## config.mk

```make
export PLATFORM = sky130hd
export DESIGN_NAME = tone_sequencer
export DESIGN_NICKNAME = d
export VERILOG_FILES = /design/src/rtl/tone_sequencer.sv
export SDC_FILE = /design/constraint.sdc
export NUM_CORES = 2
export LEC_CHECK = 0
export ABC_AREA = 1
export CAP_MARGIN = 10
export CELL_PAD_IN_SITES_DETAIL_PLACEMENT = 1
export CELL_PAD_IN_SITES_GLOBAL_PLACEMENT = 2
export CORE_MARGIN = 10
export CORE_UTILIZATION = 30
export DETAILED_ROUTE_END_ITERATION = 6
export MAX_ROUTING_LAYER = met4
export PLACE_DENSITY_LB_ADDON = 0.1
export SYNTH_ARGS = -nofsm -noshare
export SYNTH_HDL_FRONTEND = slang
export SYNTH_SLANG_ARGS = --single-unit
export TNS_END_PERCENT = 20
```

## constraint.sdc

```tcl
create_clock -name clk -period 8.2 [get_ports clk]
set_input_delay 2.05 -clock clk [delete_from_list [all_inputs] [get_ports clk]]
set_output_delay 2.05 -clock clk [all_outputs]
set_load 0.005 [all_outputs]
```

## src/rtl/tone_sequencer.sv

```systemverilog
// tone_sequencer: programmable stereo step sequencer driving toneL/toneR.
// Per-step L/R note table, beat/step counters, step mask, loop/one-shot.
// Ports:
//   clk, rst            clock, synchronous active-high reset
//   beat_tick           one-cycle pulse per beat
//   start, stop         playback control pulses (stop wins)
//   pause               level, freezes position while high
//   loop_en             wrap after the last step (1) or finish (0)
//   step_mask           bit i enables step i, masked steps play SIL
//   wr_en/wr_addr       note-table write port (both halves)
//   wr_toneL/wr_toneR   tone words to write
//   toneL/toneR         registered tone outputs
//   step_idx/beat_idx   current position
//   busy, done          not idle / one-shot completion pulse
module tone_sequencer #(
   parameter int STEPS          = 16,
   parameter int BEATS_PER_STEP = 4,
   parameter int TONE_W         = 32,
   parameter logic [TONE_W-1:0] SIL = TONE_W'(50000000),
   localparam int IDX_W  =
      (STEPS > 2) ? $clog2(STEPS) : 1,
   localparam int BEAT_W =
      (BEATS_PER_STEP > 2) ? $clog2(BEATS_PER_STEP) : 1
) (
   input  logic              clk,
   input  logic              rst,
   input  logic              beat_tick,
   input  logic              start,
   input  logic              stop,
   input  logic              pause,
   input  logic              loop_en,
   input  logic [STEPS-1:0]  step_mask,
   input  logic              wr_en,
   input  logic [IDX_W-1:0]  wr_addr,
   input  logic [TONE_W-1:0] wr_toneL,
   input  logic [TONE_W-1:0] wr_toneR,
   output logic [TONE_W-1:0] toneL,
   output logic [TONE_W-1:0] toneR,
   output logic [IDX_W-1:0]  step_idx,
   output logic [BEAT_W-1:0] beat_idx,
   output logic              busy,
   output logic              done
);

   localparam logic [IDX_W-1:0]  LAST_STEP =
      IDX_W'(STEPS - 1);
   localparam logic [BEAT_W-1:0] LAST_BEAT =
      BEAT_W'(BEATS_PER_STEP - 1);

   typedef enum logic [1:0] {
      IDLE,
      PLAY,
      PAUSED
   } state_t;

   state_t            state_q, state_d;
   logic [IDX_W-1:0]  step_d;
   logic [BEAT_W-1:0] beat_d;
   logic              done_d;
   logic              play_on;

   logic [TONE_W-1:0] tab_l [STEPS];
   logic [TONE_W-1:0] tab_r [STEPS];

   always_comb begin
      state_d = state_q;
      step_d  = step_idx;
      beat_d  = beat_idx;
      done_d  = 1'b0;
      priority case (1'b1)
         stop: begin
            state_d = IDLE;
            step_d  = '0;
            beat_d  = '0;
         end
         start: begin
            state_d = PLAY;
            step_d  = '0;
            beat_d  = '0;
         end
         (state_q == PAUSED): begin
            if (!pause) state_d = PLAY;
         end
         (state_q == PLAY && pause): begin
            state_d = PAUSED;
         end
         (state_q == PLAY && beat_tick): begin
            if (beat_idx != LAST_BEAT) begin
               beat_d = beat_idx + 1'b1;
            end else begin
               beat_d = '0;
               if (step_idx != LAST_STEP) begin
                  step_d = step_idx + 1'b1;
               end else if (!loop_en) begin
                  // one-shot end: counters back to 0
                  state_d = IDLE;
                  step_d  = '0;
                  done_d  = 1'b1;
               end else begin
                  step_d = '0;
               end
            end
         end
         default: ;
      endcase
   end

   always_ff @(posedge clk) begin
      if (rst) begin
         state_q  <= IDLE;
         step_idx <= '0;
         beat_idx <= '0;
         done     <= 1'b0;
      end else begin
         state_q  <= state_d;
         step_idx <= step_d;
         beat_idx <= beat_d;
         done     <= done_d;
      end
   end

   assign busy = (state_q != IDLE);

   // Full decode: addresses >= STEPS match no entry.
   always_ff @(posedge clk) begin
      for (int i = 0; i < STEPS; i++) begin
         if (rst) begin
            tab_l[i] <= SIL;
            tab_r[i] <= SIL;
         end else if (wr_en && wr_addr == IDX_W'(i)) begin
            tab_l[i] <= wr_toneL;
            tab_r[i] <= wr_toneR;
         end
      end
   end

   // Tones follow the registered state, so they lag one cycle
   // behind the counters; the mask is applied live.
   assign play_on = (state_q == PLAY) && step_mask[step_idx];

   always_ff @(posedge clk) begin
      if (rst) begin
         toneL <= SIL;
         toneR <= SIL;
      end else if (play_on) begin
         toneL <= tab_l[step_idx];
         toneR <= tab_r[step_idx];
      end else begin
         toneL <= SIL;
         toneR <= SIL;
      end
   end

endmodule

```

After elaboration in Yosys (flattened, before gate mapping)

Memory sizes are Yosys's and may differ from the RTL's. A register that Yosys moved wholly into a read port is not among the register bits.
Cells that the tools add are included.
Widths: inputs -> output; s select.

Bits in registers: 9
RAM bits: 1024
Input port bits: 92
Word-level logic and storage cells: 200
Memories: 2

Memories:

| memory | depth | width | rd ports | clocked after Yosys merged registers in | write ports | line | RTL |
|---|---|---|---|---|---|---|---|
| tab_l  | 16    | 32    | 1        | 1                                       | 16          | 62   | `logic [TONE_W-1:0] tab_l [STEPS];` |
| tab_r  | 16    | 32    | 1        | 1                                       | 16          | 63   | `logic [TONE_W-1:0] tab_r [STEPS];` |

Add/sub/neg operators: 2
Order comparisons: 1
Equality and inequality tests: 27
Multiplexer cells: 95
Bitwise operators: 37
Reduce and logical (&&, ||, !) cells: 31

Operators with widths:

| kind                | count |
|---|---|
| $mux 32             | 32 |
| $mux 1              | 53 |
| $eq 4x4->1 const B  | 8 |
| $or 1x1->1          | 32 |
| $logic_and 1x1->1   | 19 |
| $eq 4x3->1 const B  | 4 |
| $mux 2              | 8 |
| $ne 4x4->1 const B  | 3 |
| $reduce_and 5->1    | 2 |
| $ne 3x3->1 const B  | 3 |
| $eq 4x2->1 const B  | 2 |
| $reduce_or 8->1     | 1 |
| $lt 4x5->1 const B  | 1 |
| $not 1->1           | 5 |
| $add 4x1->4 const B | 1 |
| $bmux 1 s4          | 1 |
| $eq 4x1->1 const B  | 1 |
| $logic_not 4->1     | 1 |
| $mux 4              | 1 |
| $ne 2x2->1 const B  | 2 |
| $ne 4x2->1 const B  | 1 |
| $reduce_and 4->1    | 1 |
| $reduce_bool 4->1   | 1 |
| $reduce_or 2->1     | 2 |
| other kinds (8)     | 8 |

Logic depth before layout (Yosys ltp)

Depth after elaboration: 7
Gate-level depth with buffers: 13
Gate-level depth less buffers: 10

Least setup slack after synthesis

No wires, ideal clock.

Kind: input port to flip-flop
From: input port wr_addr[0]
To: memory tab_l[5][0], enable pin
Library setup time: 574 ps
Arrival: 6837 ps
Path slack: 789 ps
Cell stages on the path: 4
Buffers on the path: 0
Cell sequence: inv_1 > nor2_1 > nand2_1 > o21ai_0

RTL lines:

| element         | line | RTL |
|---|---|---|
| start, declared | 34   | `input logic [IDX_W-1:0] wr_addr,` |
| end, declared   | 62   |  |

==> results by group <==
Clock network
  • Worst-case clock buffer depth: 3
  • Clock buffer count from CTS: 137
  • Clk_lat worst skew: 0.78 ns
  • H-tree level count: 4
  • CTS tree: done
  • Clock root cell: clkbuf_16
  • Post-CTS setup buffers: 0
  • Hold_buf cts: 0
  • Clock slew seen by the registers of the worst setup and hold paths: 0.06 ns
  • Num Clock Sinks: 1097
  • Post_cts resized: 0

Cells and area
  • Syn-to-layout area delta: 15.29%
  • Final non-filler cell total: 7641
  • Final nets: 5451
  • Fillers: 18470
  • Layout cells sized above 1: 5.746%
  • Most common cell after layout, fill and taps aside: nand2_1
  • Commonest non-fill, non-tap cells in the layout: nand2_1, nor2_1, edfxtp_1

Setup path
  • CP arrival: 5.36 ns
  • WP data required: 8.80 ns
  • Kind of end point of the critical path: register
  • Reg2Reg Capture Point: toneR[2]
  • Launching point of the worst reg2reg path: step_idx[0]
  • Kind of critical path: input port to register
  • Worst Setup SP: wr_addr[2]
  • Critical Path End: tab_r[4][28]
  • Worst r2r path cells: 11
  • Reg2reg setup slack: 3.99 ns
  • CP max FO: 25
  • Startpoint Class: input port

Logic synthesis
  • Seq cells post-synth: 1097
  • Post-Syn Instances: 5363
  • Post-synthesis compound-gate area fraction: 3.388%
  • XOR/XNOR share of the synthesized area: 0%
  • Syn_nets: 5457
  • Ys Warns: 0
  • Syn Area/Cell: 9.212 um2
  • Post-synthesis sequential area ratio: 65.20%
  • Mux contribution to synthesized area: 0%
  • Simple-gate share of the synthesized area: 25.26%
  • Adder-Cell Fraction of Synth Area: 0.05065%
  • Synth cell types: 29
  • Largest family of logic cells by synthesized area: simple AND/OR/NAND/NOR gates
  • Cell area after synthesis: 49410 um2

Power and ir drop
  • Power density cells: 227.5 nW/um2
  • Logic gate share of total power: 5.0%
  • Power Internal: 9.944 mW
  • Seq pwr share: 50.2%
  • NetSw: 3.014 mW
  • Clk network pwr share: 44.8%
  • Max VDD drop: 0.0002165 V
  • Lkg Pwr: 22.67 nW
  • Sw frac: 23.26%

Detailed routing
  • Via total after detailed routing: 36620
  • DRT Pass-1 Iters: 5
  • WL/cell: 23.52 um
  • Post-DRT Antenna Nets: 0
  • Drt drc: 0
  • Final wirelength: 179.7 mm
  • Vias per cell: 4.792
  • 1st-iter DRT viols: 2360

Timing
  • Setup TNS: 0 ns
  • Worst Tran Pin Value: 1.248 ns
  • Clock Skew: 0.02298 ns
  • Slack of the critical path: 3.442 ns
  • Final setup viols: 0
  • Worst slew margin: 16.77%
  • RSZ-0062 raised after global routing: no
  • Tmin final: 4.758 ns
  • Max frequency: 0.2102 GHz
  • Final worst path period share: 58.02%
  • Fin. Hold Viols: 0
  • Slew Limit Fails: 0

Global routing
  • Initial antenna violation count: 1
  • Global route overflow: 0
  • Vias in the first global route: 38000
  • First-pass GRT wire length: 263.9 mm
  • GRT Overall Usage: 20.20%
  • Largest net degree at the start of global routing: 179

Floorplan
  • Die ar.: 181300 um2
  • Die width: 425.8 um
  • Num rows: 148
  • Io pins: 164
  • Initial Util: 30.28%
  • Die height: 425.8 um
  • Core area: 163100 um2

Placed design
  • DP Cell Count: 7393
  • Pre-CTS setup slack: 2.568 ns
  • RePlAce Congestion: 0.7431
  • Post-DP HPWL: 97.48 mm
  • Port Buffers: 163

Outcome
  • Run status: completed

Flow run
  • Max Cap Viol: 0

Worst hold path
  • HP Class: register to register
stage by stage:
step / util (%) / cell area [um2] / power [mW] / hold slack (ns)
4_1_cts: 34.91 / 56960 / 13.12 / 0.4989
6_report: 34.92 / 56960 / 12.96 / 0.5007
5_1_grt: 34.91 / 56960 / 13.43 / 0.5432
3_3_place_gp: 32.34 / 52760 / 7.270 / 0.4804
2_1_floorplan: - / 49410 / 6.970 / 0.4631
3_5_place_dp: 32.34 / 52760 / 7.289 / 0.4903
power by group through the flow:
| stage | logic [mW] | clock network [mW] | registers (mW) |
|---|---|---|---|
| 4_1_cts | 0.665 | 5.94 | 6.51 |
| 3_5_place_dp | 0.662 | 0 | 6.63 |
| 5_1_grt | 0.722 | 6.17 | 6.54 |
| 3_3_place_gp | 0.654 | 0 | 6.62 |
| 6_report | 0.644 | 5.81 | 6.51 |
| 2_1_floorplan | 0.351 | 0 | 6.62 |
synthesized netlist by cell type:
library cell,instances,share of area [%]
clkbuf_1,208,1.6
nand2_4,1,0.023
nand3_1,190,1.9
buf_1,26,0.20
clkinv_1,1,0.0076
edfxtp_1,1024,62
inv_1,310,2.4
buf_4,20,0.30
nor2_4,4,0.091
o21bai_1,1,0.015
buf_2,100,1.0
or2_2,1,0.013
a21oi_1,69,0.70
nand4_1,2,0.025
nor2_1,1445,11
nand3_2,1,0.020
nor3_1,8,0.081
buf_8,1,0.030
nand2_2,1,0.013
o21ai_0,246,2.5
dfxtp_1,73,3.0
nand2_1,1566,12
nor2_2,9,0.11
o211a_1,1,0.020
buf_6,24,0.55
inv_2,9,0.068
ha_1,2,0.051
o21ai_1,16,0.16
nor3_2,4,0.081
cell families (layout without fill, tap and decap cells):
group,after synthesis,count (layout)
AOI/OAI and AO/OA,333,333
other,0,1
and+or+nand+nor,3232,3232
DFF,1097,1097
buffers and inverters,699,801
adders and majority gates,2,2
final cells by class:
cell class / instances / area, um2 / area share, %
antenna: 1 / 2.502 / 0.004393
clock buffer: 194 / 3851 / 6.761
clock inverter: 53 / 349.1 / 0.6128
inverter: 320 / 1224 / 2.148
multi-input combinational: 3567 / 14400 / 25.27
sequential: 1097 / 32220 / 56.57
tap: 2175 / 2721 / 4.777
timing repair buffer: 234 / 2197 / 3.857
per-layer routing:
metal / share of wire, % / wire length (um) / up-vias / global-route usage, %
li1: - / - / 17140 / -
met4: 1.6 / 2944 / 0 / 3.907
met5: 0 / 0 / - / -
met2: 48 / 86930 / 549 / 33.66
met3: 3.1 / 5641 / 189 / 2.584
met1: 47 / 84210 / 18740 / 26.46
flip-flops by register name, indices dropped and copies added, names as in the netlist:
name,flops
step_idx,4
tab_l,512
tab_r,512
toneR,32
beat_idx,2
done,1
state_q,2
toneL,32
worst min path at each step:
stage	from	to	slack (ns)	depth (start not counted)
floorplan	state_q[1]	state_q[1]	0.46	2
global placement	state_q[1]	state_q[1]	0.48	2
detailed placement	state_q[1]	state_q[1]	0.49	2
CTS	state_q[1]	state_q[1]	0.50	2
global route	state_q[1]	state_q[1]	0.54	2
finish	state_q[1]	state_q[1]	0.50	2
critical path, stage by stage:
cell             delay, ns
clkdlybuf4s50_1       0.60
nand2_1               0.30
nor3_1                0.31
inv_2                 0.10
nor2_4                0.78
inv_2                 0.59
buf_4                 0.43
nor2_1                0.16
(Power assumes the default switching activity.)
